$ cat config.mk
export PLATFORM = sky130hd
export DESIGN_NAME = divider_mem_rd_ctrl_flat
export DESIGN_NICKNAME = d
export VERILOG_FILES = /design/src/rtl/divider_pkg.sv /design/src/rtl/divider_mem_rd_ctrl_if.sv /design/src/rtl/divider_rd_lat_pipe.sv /design/src/rtl/divider_mem_rd_ctrl.sv /design/src/flat_wrapper.sv
export SDC_FILE = /design/constraint.sdc
export NUM_CORES = 1
export LEC_CHECK = 0
export CORE_AREA = 4 4 206 208
export CTS_CLUSTER_SIZE = 24
export DETAILED_ROUTE_END_ITERATION = 12
export DIE_AREA = 0 0 210 212
export MAX_ROUTING_LAYER = met4
export SYNTH_ARGS = -nofsm -noshare
export SYNTH_HDL_FRONTEND = slang
export SYNTH_HIERARCHICAL = 1
export SYNTH_SLANG_ARGS = --single-unit
$ cat constraint.sdc
create_clock -name clk -period 1.95 [get_ports clk]
set_clock_uncertainty 0.2 [all_clocks]
set_input_delay 0.4875 -clock clk [delete_from_list [all_inputs] [get_ports clk]]
set_output_delay 0.4875 -clock clk [all_outputs]
set_load 0.01 [all_outputs]
$ cat src/rtl/divider_pkg.sv
`default_nettype none
// ============================================================================
// Module   : divider_pkg
// Brief    : Shared types and constants for the divider scratch-memory path.
// Revision : 1.0 - initial release
// ============================================================================
package divider_pkg;

   localparam int c_cdf_w          = 32;
   localparam int c_vals_per_word  = 4;

   typedef enum logic [2:0] {
      ST_IDLE    = 3'd0,
      ST_ISSUE   = 3'd1,
      ST_WAIT    = 3'd2,
      ST_PRESENT = 3'd3,
      ST_DONE    = 3'd4
   } state_t;

   // Even-word address of pair k; callers truncate to their address width.
   function automatic int pair_addr(input int base, input int k);
      return base + 2 * k;
   endfunction

endpackage
`default_nettype wire

$ cat src/rtl/divider_mem_rd_ctrl_if.sv
`default_nettype none
// ============================================================================
// Module   : divider_mem_rd_ctrl_if
// Brief    : Control, scratch-memory and divider-side bundle of the reader.
// Revision : 1.0 - initial release
// ============================================================================
interface divider_mem_rd_ctrl_if #(
   parameter int ADDR_W = 8,
   parameter int DATA_W = 128
);
   logic              start;
   logic              div_ready;
   logic              sc_mem_rd_en;
   logic [ADDR_W-1:0] sc_mem_rd_addr1;
   logic [ADDR_W-1:0] sc_mem_rd_addr2;
   logic [DATA_W-1:0] sc_mem_rd_q1;
   logic [DATA_W-1:0] sc_mem_rd_q2;
   logic              sc_mem_rd_data_rdy;
   logic [DATA_W-1:0] sc_mem_rd_data1;
   logic [DATA_W-1:0] sc_mem_rd_data2;
   logic              busy;
   logic              done;

   modport master (
      input  start, div_ready, sc_mem_rd_q1, sc_mem_rd_q2,
      output sc_mem_rd_en, sc_mem_rd_addr1, sc_mem_rd_addr2,
             sc_mem_rd_data_rdy, sc_mem_rd_data1, sc_mem_rd_data2, busy, done
   );

   modport slave (
      output start, div_ready, sc_mem_rd_q1, sc_mem_rd_q2,
      input  sc_mem_rd_en, sc_mem_rd_addr1, sc_mem_rd_addr2,
             sc_mem_rd_data_rdy, sc_mem_rd_data1, sc_mem_rd_data2, busy, done
   );
endinterface
`default_nettype wire

$ cat src/rtl/divider_rd_lat_pipe.sv
`default_nettype none
// ============================================================================
// Module   : divider_rd_lat_pipe
// Brief    : RD_LAT-deep valid shift register marking the read-capture cycle.
// Revision : 1.0 - initial release
// ============================================================================
module divider_rd_lat_pipe #(
   parameter int RD_LAT = 1
) (
   input  wire logic clk,
   input  wire logic reset,
   input  wire logic i_issue,
   output logic      o_valid
);
   logic [RD_LAT:1] r_sr;

   always_ff @(posedge clk or negedge reset) begin
      if (!reset) begin
         r_sr <= '0;
      end else begin
         r_sr[1] <= i_issue;
         for (int i = 2; i <= RD_LAT; i++) begin
            r_sr[i] <= r_sr[i-1];
         end
      end
   end

   assign o_valid = r_sr[RD_LAT];
endmodule
`default_nettype wire

$ cat src/rtl/divider_mem_rd_ctrl.sv
`default_nettype none
// ============================================================================
// Module   : divider_mem_rd_ctrl
// Brief    : Walks the CDF scratch memory in word pairs and hands each pair
//            to the divider. Option macro DIV_RD_PREFETCH_EN adds a one-pair
//            prefetch buffer.
// Revision : 1.0 - initial release
// ============================================================================
module divider_mem_rd_ctrl
   import divider_pkg::*;
#(
   parameter int ADDR_W    = 8,
   parameter int DATA_W    = 128,
   parameter int NUM_WORDS = 64,
   parameter int BASE_ADDR = 0,
   parameter int RD_LAT    = 1
) (
   input  wire logic               clk,
   input  wire logic               reset,
   divider_mem_rd_ctrl_if.master   rd_if
);
   localparam logic [ADDR_W-1:0] c_last   = ADDR_W'(NUM_WORDS / 2 - 1);
   localparam logic [ADDR_W-1:0] c_first1 = ADDR_W'(BASE_ADDR);
   localparam logic [ADDR_W-1:0] c_first2 = ADDR_W'(BASE_ADDR + 1);

   state_t            r_state;
   logic [ADDR_W-1:0] r_k;
   logic [ADDR_W-1:0] r_addr1, r_addr2;
   logic              r_rd_en, r_done;
   logic [DATA_W-1:0] r_data1, r_data2;

   logic              w_cap, w_rd_en, w_rdy, w_last, w_load, w_pf_issue;
   logic [ADDR_W-1:0] w_nxt1, w_nxt2;
   logic [DATA_W-1:0] w_ld1, w_ld2;

   assign w_last = (r_k == c_last);
   assign w_rdy  = (r_state == ST_PRESENT) && rd_if.div_ready;
   assign w_nxt1 = ADDR_W'(pair_addr(BASE_ADDR, int'(r_k) + 1));
   assign w_nxt2 = ADDR_W'(pair_addr(BASE_ADDR, int'(r_k) + 1) + 1);
   assign w_rd_en = r_rd_en | w_pf_issue;

   divider_rd_lat_pipe #(.RD_LAT(RD_LAT)) u_lat_pipe (
      .clk     (clk),
      .reset   (reset),
      .i_issue (w_rd_en),
      .o_valid (w_cap)
   );

`ifdef DIV_RD_PREFETCH_EN
   logic              r_pf_out, r_pf_vld;
   logic [DATA_W-1:0] r_pf1, r_pf2;

   // A capture with no prefetch outstanding is the first pair of the pass.
   assign w_load     = (r_state == ST_WAIT) && ((w_cap && !r_pf_out) || r_pf_vld);
   assign w_pf_issue = w_load && !w_last;
   assign w_ld1      = r_pf_vld ? r_pf1 : rd_if.sc_mem_rd_q1;
   assign w_ld2      = r_pf_vld ? r_pf2 : rd_if.sc_mem_rd_q2;

   always_ff @(posedge clk or negedge reset) begin
      if (!reset) begin
         r_pf_out <= 1'b0;
         r_pf_vld <= 1'b0;
         r_pf1    <= '0;
         r_pf2    <= '0;
      end else if (r_state == ST_DONE) begin
         r_pf_out <= 1'b0;
         r_pf_vld <= 1'b0;
      end else begin
         if (w_pf_issue) begin
            r_pf_out <= 1'b1;
         end else if (w_cap && r_pf_out) begin
            r_pf_out <= 1'b0;
            r_pf_vld <= 1'b1;
            r_pf1    <= rd_if.sc_mem_rd_q1;
            r_pf2    <= rd_if.sc_mem_rd_q2;
         end
         if (w_load && r_pf_vld) begin
            r_pf_vld <= 1'b0;
         end
      end
   end
`else
   assign w_load     = (r_state == ST_WAIT) && w_cap;
   assign w_pf_issue = 1'b0;
   assign w_ld1      = rd_if.sc_mem_rd_q1;
   assign w_ld2      = rd_if.sc_mem_rd_q2;
`endif

   always_ff @(posedge clk or negedge reset) begin
      if (!reset) begin
         r_state <= ST_IDLE;
         r_k     <= '0;
         r_rd_en <= 1'b0;
         r_done  <= 1'b0;
         r_addr1 <= '0;
         r_addr2 <= '0;
         r_data1 <= '0;
         r_data2 <= '0;
      end else begin
         r_rd_en <= 1'b0;
         r_done  <= 1'b0;
         if (w_pf_issue) begin
            r_addr1 <= w_nxt1;
            r_addr2 <= w_nxt2;
         end
         case (r_state)
            ST_IDLE: begin
               if (rd_if.start) begin
                  r_state <= ST_ISSUE;
                  r_k     <= '0;
                  r_rd_en <= 1'b1;
                  r_addr1 <= c_first1;
                  r_addr2 <= c_first2;
               end
            end
            ST_ISSUE: r_state <= ST_WAIT;
            ST_WAIT: begin
               if (w_load) begin
                  r_data1 <= w_ld1;
                  r_data2 <= w_ld2;
                  r_state <= ST_PRESENT;
               end
            end
            ST_PRESENT: begin
               if (rd_if.div_ready) begin
                  if (w_last) begin
                     r_state <= ST_DONE;
                     r_done  <= 1'b1;
                  end else begin
                     r_k <= r_k + ADDR_W'(1);
`ifdef DIV_RD_PREFETCH_EN
                     r_state <= ST_WAIT;
`else
                     r_state <= ST_ISSUE;
                     r_rd_en <= 1'b1;
                     r_addr1 <= w_nxt1;
                     r_addr2 <= w_nxt2;
`endif
                  end
               end
            end
            ST_DONE: r_state <= ST_IDLE;
            default: r_state <= ST_IDLE;
         endcase
      end
   end

   // The prefetch read goes out in the cycle it is decided, so its address
   // bypasses the holding register for that one cycle.
   assign rd_if.sc_mem_rd_en       = w_rd_en;
   assign rd_if.sc_mem_rd_addr1    = w_pf_issue ? w_nxt1 : r_addr1;
   assign rd_if.sc_mem_rd_addr2    = w_pf_issue ? w_nxt2 : r_addr2;
   assign rd_if.sc_mem_rd_data_rdy = w_rdy;
   assign rd_if.sc_mem_rd_data1    = r_data1;
   assign rd_if.sc_mem_rd_data2    = r_data2;
   assign rd_if.busy               = (r_state != ST_IDLE);
   assign rd_if.done               = r_done;
endmodule
`default_nettype wire

$ cat src/flat_wrapper.sv
// flat-port wrapper written by rule: the top's interface ports become plain ports
module divider_mem_rd_ctrl_flat import divider_pkg::*;
#(
   parameter int ADDR_W    = 8,
   parameter int DATA_W    = 128,
   parameter int NUM_WORDS = 64,
   parameter int BASE_ADDR = 0,
   parameter int RD_LAT    = 1
)
  (clk, reset, rd_if_start, rd_if_div_ready, rd_if_sc_mem_rd_q1, rd_if_sc_mem_rd_q2, rd_if_sc_mem_rd_en, rd_if_sc_mem_rd_addr1, rd_if_sc_mem_rd_addr2, rd_if_sc_mem_rd_data_rdy, rd_if_sc_mem_rd_data1, rd_if_sc_mem_rd_data2, rd_if_busy, rd_if_done);
  divider_mem_rd_ctrl_if #(.ADDR_W(ADDR_W), .DATA_W(DATA_W)) rd_if_i ();
  input  wire logic clk;
  input  wire logic reset;
  input wire logic [$bits(rd_if_i.start)-1:0] rd_if_start;
  input wire logic [$bits(rd_if_i.div_ready)-1:0] rd_if_div_ready;
  input wire logic [$bits(rd_if_i.sc_mem_rd_q1)-1:0] rd_if_sc_mem_rd_q1;
  input wire logic [$bits(rd_if_i.sc_mem_rd_q2)-1:0] rd_if_sc_mem_rd_q2;
  output wire logic [$bits(rd_if_i.sc_mem_rd_en)-1:0] rd_if_sc_mem_rd_en;
  output wire logic [$bits(rd_if_i.sc_mem_rd_addr1)-1:0] rd_if_sc_mem_rd_addr1;
  output wire logic [$bits(rd_if_i.sc_mem_rd_addr2)-1:0] rd_if_sc_mem_rd_addr2;
  output wire logic [$bits(rd_if_i.sc_mem_rd_data_rdy)-1:0] rd_if_sc_mem_rd_data_rdy;
  output wire logic [$bits(rd_if_i.sc_mem_rd_data1)-1:0] rd_if_sc_mem_rd_data1;
  output wire logic [$bits(rd_if_i.sc_mem_rd_data2)-1:0] rd_if_sc_mem_rd_data2;
  output wire logic [$bits(rd_if_i.busy)-1:0] rd_if_busy;
  output wire logic [$bits(rd_if_i.done)-1:0] rd_if_done;
  assign rd_if_i.start = rd_if_start;
  assign rd_if_i.div_ready = rd_if_div_ready;
  assign rd_if_i.sc_mem_rd_q1 = rd_if_sc_mem_rd_q1;
  assign rd_if_i.sc_mem_rd_q2 = rd_if_sc_mem_rd_q2;
  assign rd_if_sc_mem_rd_en = rd_if_i.sc_mem_rd_en;
  assign rd_if_sc_mem_rd_addr1 = rd_if_i.sc_mem_rd_addr1;
  assign rd_if_sc_mem_rd_addr2 = rd_if_i.sc_mem_rd_addr2;
  assign rd_if_sc_mem_rd_data_rdy = rd_if_i.sc_mem_rd_data_rdy;
  assign rd_if_sc_mem_rd_data1 = rd_if_i.sc_mem_rd_data1;
  assign rd_if_sc_mem_rd_data2 = rd_if_i.sc_mem_rd_data2;
  assign rd_if_busy = rd_if_i.busy;
  assign rd_if_done = rd_if_i.done;
  divider_mem_rd_ctrl #(.ADDR_W(ADDR_W), .DATA_W(DATA_W), .NUM_WORDS(NUM_WORDS), .BASE_ADDR(BASE_ADDR), .RD_LAT(RD_LAT)) u_core (.clk(clk), .reset(reset), .rd_if(rd_if_i));
endmodule
==> flow_summary.ini <==
[outcome]
run_status = finished with violations
violations = setup timing

[clock_tree]
root_buffer = clkbuf_16
cts_buffers = 31
clk_path_buf_depth = 3
clk_latency_ns = 0.55
path_clk_slew_ns = 0.06
cts.sinks = 271
cts_tree = done
htreeDepth = 1

[power_and_ir_drop]
power_w = 0.0312
ir_worst_vdd_mv = 0.899
p_sw_w = 0.00953
switching_share_pct = 30.5
p_int_w = 0.0217
combPwrFrac_pct = 48.9
clkPwrFrac_pct = 19.0
power_frac_seq_pct = 32.1
p_leak_nw = 8.89
p_per_area_nw_per_um2 = 1580

[grt]
grt_pass1_vias = 8337
track_usage_pct = 15.2
antenna_found_initial = 0
grt_max_degree = 46
grt_remaining_overflow = 0
grt_pass1_wl_um = 51500

[detailed_routing]
first_pass_iters = 4
drt-initial-drc-count = 234
via_per_inst = 4.31
dr_total_vias = 7800
wl_um = 38200
drtAntennaViolNets = 0
wl_per_cell_um = 21.1
drc = 0

[die]
boundaryPins = 536
die_h_um = 212
die_w_um = 210
die_area_um2 = 44500
core_area_um2 = 40600
start_util_pct = 26.2
rows = 74

[worst_setup_path]
arrival_ns = 1.45
cp-end-kind = output pin
path_class = reg -> out
cp-start-kind = flip-flop
cp.required_ns = 1.26
worst_r2r_path_depth = 8
worstPathMaxFanout = 3

[min_path]
hp-class = reg -> reg
hold_depth = 0

[sta]
rsz0062_at_grt = true
timing.fmax_mhz = 467
setup_ws_ns = -0.192
fin_crit_sh_pct = 110
final_hold_viol_count = 0
slew_violations = 0
setup_viol = 222
layout_min_cycle_time_ns = 2.14

[yosys]
yosysTopAreaCell = dfrtp_1
yosys.cell_types.count = 41
synth_top_cell_area_share_pct = 63.9
syn_nets = 887
synthTopCellsByArea = dfrtp_1, mux2_2, mux2_1, buf_8, buf_4
ys_seq_elements = 271
ys_warn_count = 6
synthCells = 626
syn-cell-area_um2 = 10600
syn-mean-instance-area_um2 = 17.0
ys_seq_area_share_pct = 63.9

[finish]
fin_cells = 1810
area_delta_synth_final_pct = 85.6
drive_gt1_share_pct = 35.5
antenna_cells = 0
fin_util_pct = 48.6
nets = 1517

[placed_design]
post-place-cells = 1702
hpwl_um = 25800
gp_congestion = 0.803
port_buffers = 534

[job]
drv_cap = 0
-- cells in the final DEF, fill, tap and decap left out, drive strengths merged, types with 2 or more instances in the layout --
cell type      instances
o21bai                 2
nand4                  2
dfrtp                271
bufinv                 2
buf                  108
or3                    2
clkdlybuf4s15        164
clkinv                 5
nand2                  3
clkdlybuf4s50        258
nor2                   6
dlygate4sd2           91
nor3b                  2
inv                    4
nor3                   3
mux2                 257
a31oi                  2
a22o                   4
clkbuf                66
clkinvlp               3
o21ai                  5
o22ai                  2
-- synthesized netlist by cell type, drive strengths merged --
cell type / n
o21ai: 5
and2: 1
a22o: 4
or3: 2
nand3b: 1
buf: 45
nor3: 3
nand2: 3
and3: 1
or4: 1
o41a: 1
nand4b: 1
nand2b: 1
a21oi: 1
a221oi: 1
nand3: 1
o22ai: 2
a221o: 1
nor2: 6
mux2: 257
nor3b: 2
inv: 4
dfrtp: 271
a31oi: 2
o211a: 1
clkbuf: 1
conb: 1
ha: 1
nor4b: 1
nand4: 2
o21bai: 2
-- final timing paths --
kind	to	start	slack (ns)
max	rd_if_busy	u_core/r_state[2]	-0.19
min	u_core/u_lat_pipe/o_valid	u_core/rd_if.sc_mem_rd_en	0.22
max reg2reg	u_core/rd_if.sc_mem_rd_data2[102]	u_core/r_state[0]	-0.11
min reg2reg	u_core/u_lat_pipe/o_valid	u_core/rd_if.sc_mem_rd_en	0.22
max in group asynchronous	u_core/rd_if.sc_mem_rd_data1[33]	reset	0.63
min in group asynchronous	u_core/rd_if.sc_mem_rd_data2[86]	reset	0.24
-- metal layers --
metal / wire length, um / part of all wire [%] / track usage, %
met5: 0 / 0 / -
met4: 931 / 2.4 / 4.64
met3: 1850 / 4.8 / 2.49
met2: 20000 / 52 / 27.0
met1: 15400 / 40 / 17.9
-- metrics by stage --
stage / TNS (ns) / worst slack [ns] / hold WS (ns) / area [um2]
after floorplan: 0 / 0.165 / -0.00809 / 10600
after global placement: -2.46 / -0.517 / 0.204 / 16700
after detailed placement: -4.28 / -0.524 / 0.198 / 16700
after CTS: -9.97 / -0.234 / 0.211 / 18200
after global routing: -25.37 / -0.242 / 0.236 / 19700
final: -11.89 / -0.192 / 0.215 / 19700
-- what timing repair did --
item                                   CTS  global route
hold buffers                             1             0
pin swaps                                2             3
gates cloned                            11            15
endpoints found under the hold margin  143             0
setup endpoints to repair              421           345
gates resized for setup                437           408
buffers inserted                        21            19
-- power groups by stage --
stage          clock (W)  combinational, W  sequential, W
6_report         0.00594            0.0153         0.0100
5_1_grt          0.00639            0.0160         0.0104
4_1_cts          0.00613            0.0123        0.00981
3_5_place_dp           0            0.0130        0.00998
3_3_place_gp           0            0.0129        0.00986
2_1_floorplan          0           0.00424         0.0111
-- cell families (layout without fill, tap and decap cells) --
group | Yosys count | after routing | synth area share (%)
muxes | 257 | 257 | 27.3
buffers and inverters | 50 | 702 | 5.36
other | 1 | 1 | 0.0353
adders and majority gates | 1 | 1 | 0.118
DFF | 271 | 271 | 63.9
AOI/OAI and AO/OA | 20 | 20 | 1.46
and+or+nand+nor | 26 | 26 | 1.85
-- state kept, by name, summed over array words and instances, names as in the netlist --
name / cells
u_core/r_state: 3
u_core/r_k: 8
u_core/rd_if.sc_mem_rd_en: 1
u_core/rd_if.done: 1
u_core/u_lat_pipe/o_valid: 1
u_core/rd_if.sc_mem_rd_data1: 128
u_core/rd_if.sc_mem_rd_addr2: 1
u_core/rd_if.sc_mem_rd_data2: 128
-- cell type report --
cell class	count	area [um2]
Clock buffer	45	958
Clock inverter	10	108
Fill cell	3571	20900
Inverter	4	20.0
Multi-Input combinational cell	305	4230
Sequential cell	271	6790
Tap cell	532	666
Timing Repair Buffer	643	6930
-- critical path: stages, from the launching register on --
cell and delay [ns]:
dfrtp_1 0.38, or3_1 0.39, buf_6 0.14
Power figures use the tool's default switching activity.
==> patch 1: new RTL, same settings <==
`ADDR_W` is set to 8 in 3 places; all go to 10.
--- a/src/rtl/divider_mem_rd_ctrl_if.sv
+++ b/src/rtl/divider_mem_rd_ctrl_if.sv
@@ -5,7 +5,7 @@
 // Revision : 1.0 - initial release
 // ============================================================================
 interface divider_mem_rd_ctrl_if #(
-   parameter int ADDR_W = 8,
+   parameter int ADDR_W = 10,
    parameter int DATA_W = 128
 );
    logic              start;
--- a/src/rtl/divider_mem_rd_ctrl.sv
+++ b/src/rtl/divider_mem_rd_ctrl.sv
@@ -9,7 +9,7 @@
 module divider_mem_rd_ctrl
    import divider_pkg::*;
 #(
-   parameter int ADDR_W    = 8,
+   parameter int ADDR_W    = 10,
    parameter int DATA_W    = 128,
    parameter int NUM_WORDS = 64,
    parameter int BASE_ADDR = 0,
--- a/src/flat_wrapper.sv
+++ b/src/flat_wrapper.sv
@@ -1,7 +1,7 @@
 // flat-port wrapper written by rule: the top's interface ports become plain ports
 module divider_mem_rd_ctrl_flat import divider_pkg::*;
 #(
-   parameter int ADDR_W    = 8,
+   parameter int ADDR_W    = 10,
    parameter int DATA_W    = 128,
    parameter int NUM_WORDS = 64,
    parameter int BASE_ADDR = 0,
Interface: changed (resized rd_if_sc_mem_rd_addr1 and rd_if_sc_mem_rd_addr2); port bits go from 536 to 540. No check against the original RTL was run, so the function may have changed too.
==> patch 1 against the original RTL <==
  * Cell area shrank 0.90%
  * Synthesized area down 1.6%
  * The run still ends with setup timing left
  * Wire length fell by 2.1%
  * Register-to-register slack got worse by 0.07 ns
  * Global-route usage hardly changed
  * Hold slack got worse by 0.039 ns
  * Die area stayed put
  * Sequential cell count is 2 higher
  * Sequential share of layout area rose by 0.58 points
  * Synthesized cell count rose by 2.2%
  * Power decreased by 0.92%
  * Maximum frequency decreased by 1.4%
  * Worst setup slack worse by 0.031 ns
==> patch 1: results (changes against the original RTL) <==
Parameter                              Value

Drt
  Routed metal-1 wirelength ... 15900 um (was 15400 um)
  Drt wl/cell ... 20.5 um (was 21.1 um)
  Metal2 WL ... 18300 um (was 20000 um)

Placed design
  Pre-CTS setup slack ... -0.510 ns (was -0.524 ns)
  Area of placed instances ... 16700 um2 (about the same)
  Quantity of I/O buffers inserted on ports ... 538 (was 534)
  Final HPWL from detailed placement ... 25400 um (was 25800 um)

Logic synthesis
  Compound-gate portion of the synthesized area ... 0.0205 (was 0.0146)
  Fraction of the yosys area taken by sequential cells ... 0.654 (was 0.639)
  Post-synthesis cell type count ... 40 (was 41)

Worst setup path
  CP endpoint ... rd_if_sc_mem_rd_data_rdy (was rd_if_busy)
  Worst flop-to-flop path endpoint ... u_core/rd_if.sc_mem_rd_data1[46] (was u_core/rd_if.sc_mem_rd_data2[102])
  Slowest stage cell, crit path ... dfrtp_2 (was or3_1)

Cells and area
  Fin nets ... 1534 (was 1517)

Global route
  Maximum number of pins on one net before global-route repair ... 41 (was 46)
  Global-route track usage on met2 ... 0.259 (was 0.270)
  Met3 usage in global routing ... 0.0416 (was 0.0249)
  Number of global-route vias before repair ... 8465 (was 8337)

STA
  Setup_tns ... -33.93 ns (was -11.89 ns)
  Number of endpoints failing setup at the final stage ... 267 (was 222)
  Final worst slack ... -0.222 ns (was -0.192 ns)

Power
  Switching Fraction ... 0.312 (was 0.305)
  Leakage Power ... 0.00883 uW (was 0.00889 uW)

Status
  Failing checks ... setup timing (unchanged)
  Outcome ... finished, violations left (unchanged)
## patch 1: cell count changes in the layout (fill, tap and decap cells not counted), moves of 8 or more
cell	change
buf_6	+16
clkbuf_1	+8
clkbuf_8	-10
clkdlybuf4s15_1	-40
dlygate4sd2_1	+30
mux2_2	+39
mux2_4	-38
## patch 1: area by class of cell
type	count	area (um2)	share of cell area
timing repair buffer	650	6870	0.352
sequential	273	6840	0.350
multi-input combinational	313	4180	0.214
clock buffer	43	851	0.0436
tap	532	666	0.0341
clock inverter	9	101	0.00519
inverter	4	17.5	0.000897
## patch 1: timing repair
action / CTS / global route
pin swaps: 2 / 7
cloned: 12 / 11
hold buffers: 1 / 0
hold endpoints to repair: 212 / 0
buffers inserted: 25 / 24
endpoints found under the setup margin: 535 / 361
resized for setup: 531 / 302
## patch 1: power groups by stage
stage               combinational [uW]  clock (uW)  sequential, uW
finish                           15300        5530           10100
global route                     16100        5970           10400
CTS                              13400        5730            9980
detailed placement               13500           0           10100
global placement                 13400           0            9970
floorplan                         4320           0           11300
==> patch 2: new RTL, same settings <==
Without the edit above. The 5 states of `state_t` get a one-hot encoding in 5 bits.
--- a/src/rtl/divider_pkg.sv
+++ b/src/rtl/divider_pkg.sv
@@ -9,12 +9,12 @@
    localparam int c_cdf_w          = 32;
    localparam int c_vals_per_word  = 4;
 
-   typedef enum logic [2:0] {
-      ST_IDLE    = 3'd0,
-      ST_ISSUE   = 3'd1,
-      ST_WAIT    = 3'd2,
-      ST_PRESENT = 3'd3,
-      ST_DONE    = 3'd4
+   typedef enum logic [4:0] {
+      ST_IDLE    = 5'b00001,
+      ST_ISSUE   = 5'b00010,
+      ST_WAIT    = 5'b00100,
+      ST_PRESENT = 5'b01000,
+      ST_DONE    = 5'b10000
    } state_t;
 
    // Even-word address of pair k; callers truncate to their address width.
Function: same outputs for any inputs over 4 cycles, from zero or initial values and one cycle with reset low; so few cycles prove little.
==> patch 2 against the original RTL <==
  * The run still ends with setup timing left
  * Worst setup slack worse by 0.40 ns
  * Synthesized cell count is 1.4% higher
  * Maximum frequency is 16% lower
  * Wire length is 1.4% higher
  * Count of clock-buffer cells in the layout is 9 lower
  * Synthesized area is 1.8% higher
  * Sequential cell count is 2 higher
  * Register-to-register slack worse by 0.35 ns
  * Hold slack worse by 0.0044 ns
  * Critical path depth is 1 higher
  * Cell area is 0.11% higher
Power is not compared: it rests on default switching activity, and its combinational part moved more than twofold at a synthesized area within 25%.
==> patch 2: results (changes against the original RTL) <==
Parameter                              Value

Logic synthesis
  Average cell area after synthesis ... 17.0 um2 (about the same)
  Fraction of the yosys area taken by sequential cells ... 0.633 (was 0.639)
  Most frequent cells after synthesis ... dfrtp_1 (272), mux2_2 (235), buf_12 (22), mux2_4 (20), buf_4 (18) (was dfrtp_1 (271), mux2_2 (195), mux2_1 (62), buf_8 (19), buf_4 (16))
  Largest cells by area after synthesis ... dfrtp_1 (63%), mux2_2 (25%), buf_12 (4.1%), mux2_4 (2.8%), buf_4 (1.3%) (was dfrtp_1 (64%), mux2_2 (21%), mux2_1 (6.6%), buf_8 (2.7%), buf_4 (1.1%))

Worst setup path
  Start point of the critical path ... u_core/r_state[4] (was u_core/r_state[2])
  Depth of the most critical reg-to-reg path ... 10 (was 8)
  Worst flop-to-flop path endpoint ... u_core/rd_if.sc_mem_rd_data1[62] (was u_core/rd_if.sc_mem_rd_data2[102])
  Slowest stage cell, crit path ... or3_4 (was or3_1)

Global route
  Number of global-route vias before repair ... 8796 (was 8337)
  Maximum number of pins on one net before global-route repair ... 50 (was 46)

STA
  Setup_tns ... -85.86 ns (was -11.89 ns)
  Final worst slack ... -0.592 ns (was -0.192 ns)
  Number of endpoints failing setup at the final stage ... 259 (was 222)

Status
  Outcome ... finished, violations left (unchanged)
  Failing checks ... setup timing (unchanged)

Cells and area
  Share of final layout cell area taken by clock buffers and inverters ... 0.0573 (was 0.0541)
  Layout buffering overhead excluding clock cells ... 0.343 (was 0.352)
  Multi-input combinational cell area ... 4290 um2 (was 4230 um2)
  Fin nets ... 1525 (was 1517)
  Number of antenna diodes ... 1 (was 0)
  Fraction of area in multi-input gates ... 0.218 (was 0.215)
  Multi-input combinational gate total ... 313 (was 305)

Drt
  DRT Pass-1 Iters ... 5 (was 4)
  Drt wl/cell ... 21.3 um (was 21.1 um)

CTS
  Gates resized, CTS repair ... 645 (was 437)
  Setup bufs post-CTS ... 33 (was 21)
patch 2: changes by cell type after synthesis, moves of 5 or more:
| cell | before | now |
|---|---|---|
| mux2_1 | 62 | 1 |
| mux2_2 | 195 | 235 |
| mux2_4 | 0 | 20 |
| buf_8 | 19 | 0 |
| buf_12 | 4 | 22 |
| a31oi_1 | 2 | 7 |
| nand2_1 | 2 | 7 |
patch 2: routing by layer:
layer	track usage	vias up	part of all wire
li1	-	3510	-
met1	0.189	4010	0.39
met2	0.275	366	0.49
met3	0.0580	59	0.087
met4	0.0419	0	0.029
met5	-	-	0
patch 2: cells by family after synthesis:
group	after synthesis	share of synthesized area
flip-flops	273	0.633
other	1	0.000347
XOR/XNOR	1	0.000811
AND/OR/NAND/NOR	30	0.0155
multiplexers	258	0.276
buffers and inverters	50	0.0604
AO/OA/AOI/OAI	21	0.0134
adder cells (fa/ha/maj)	1	0.00116
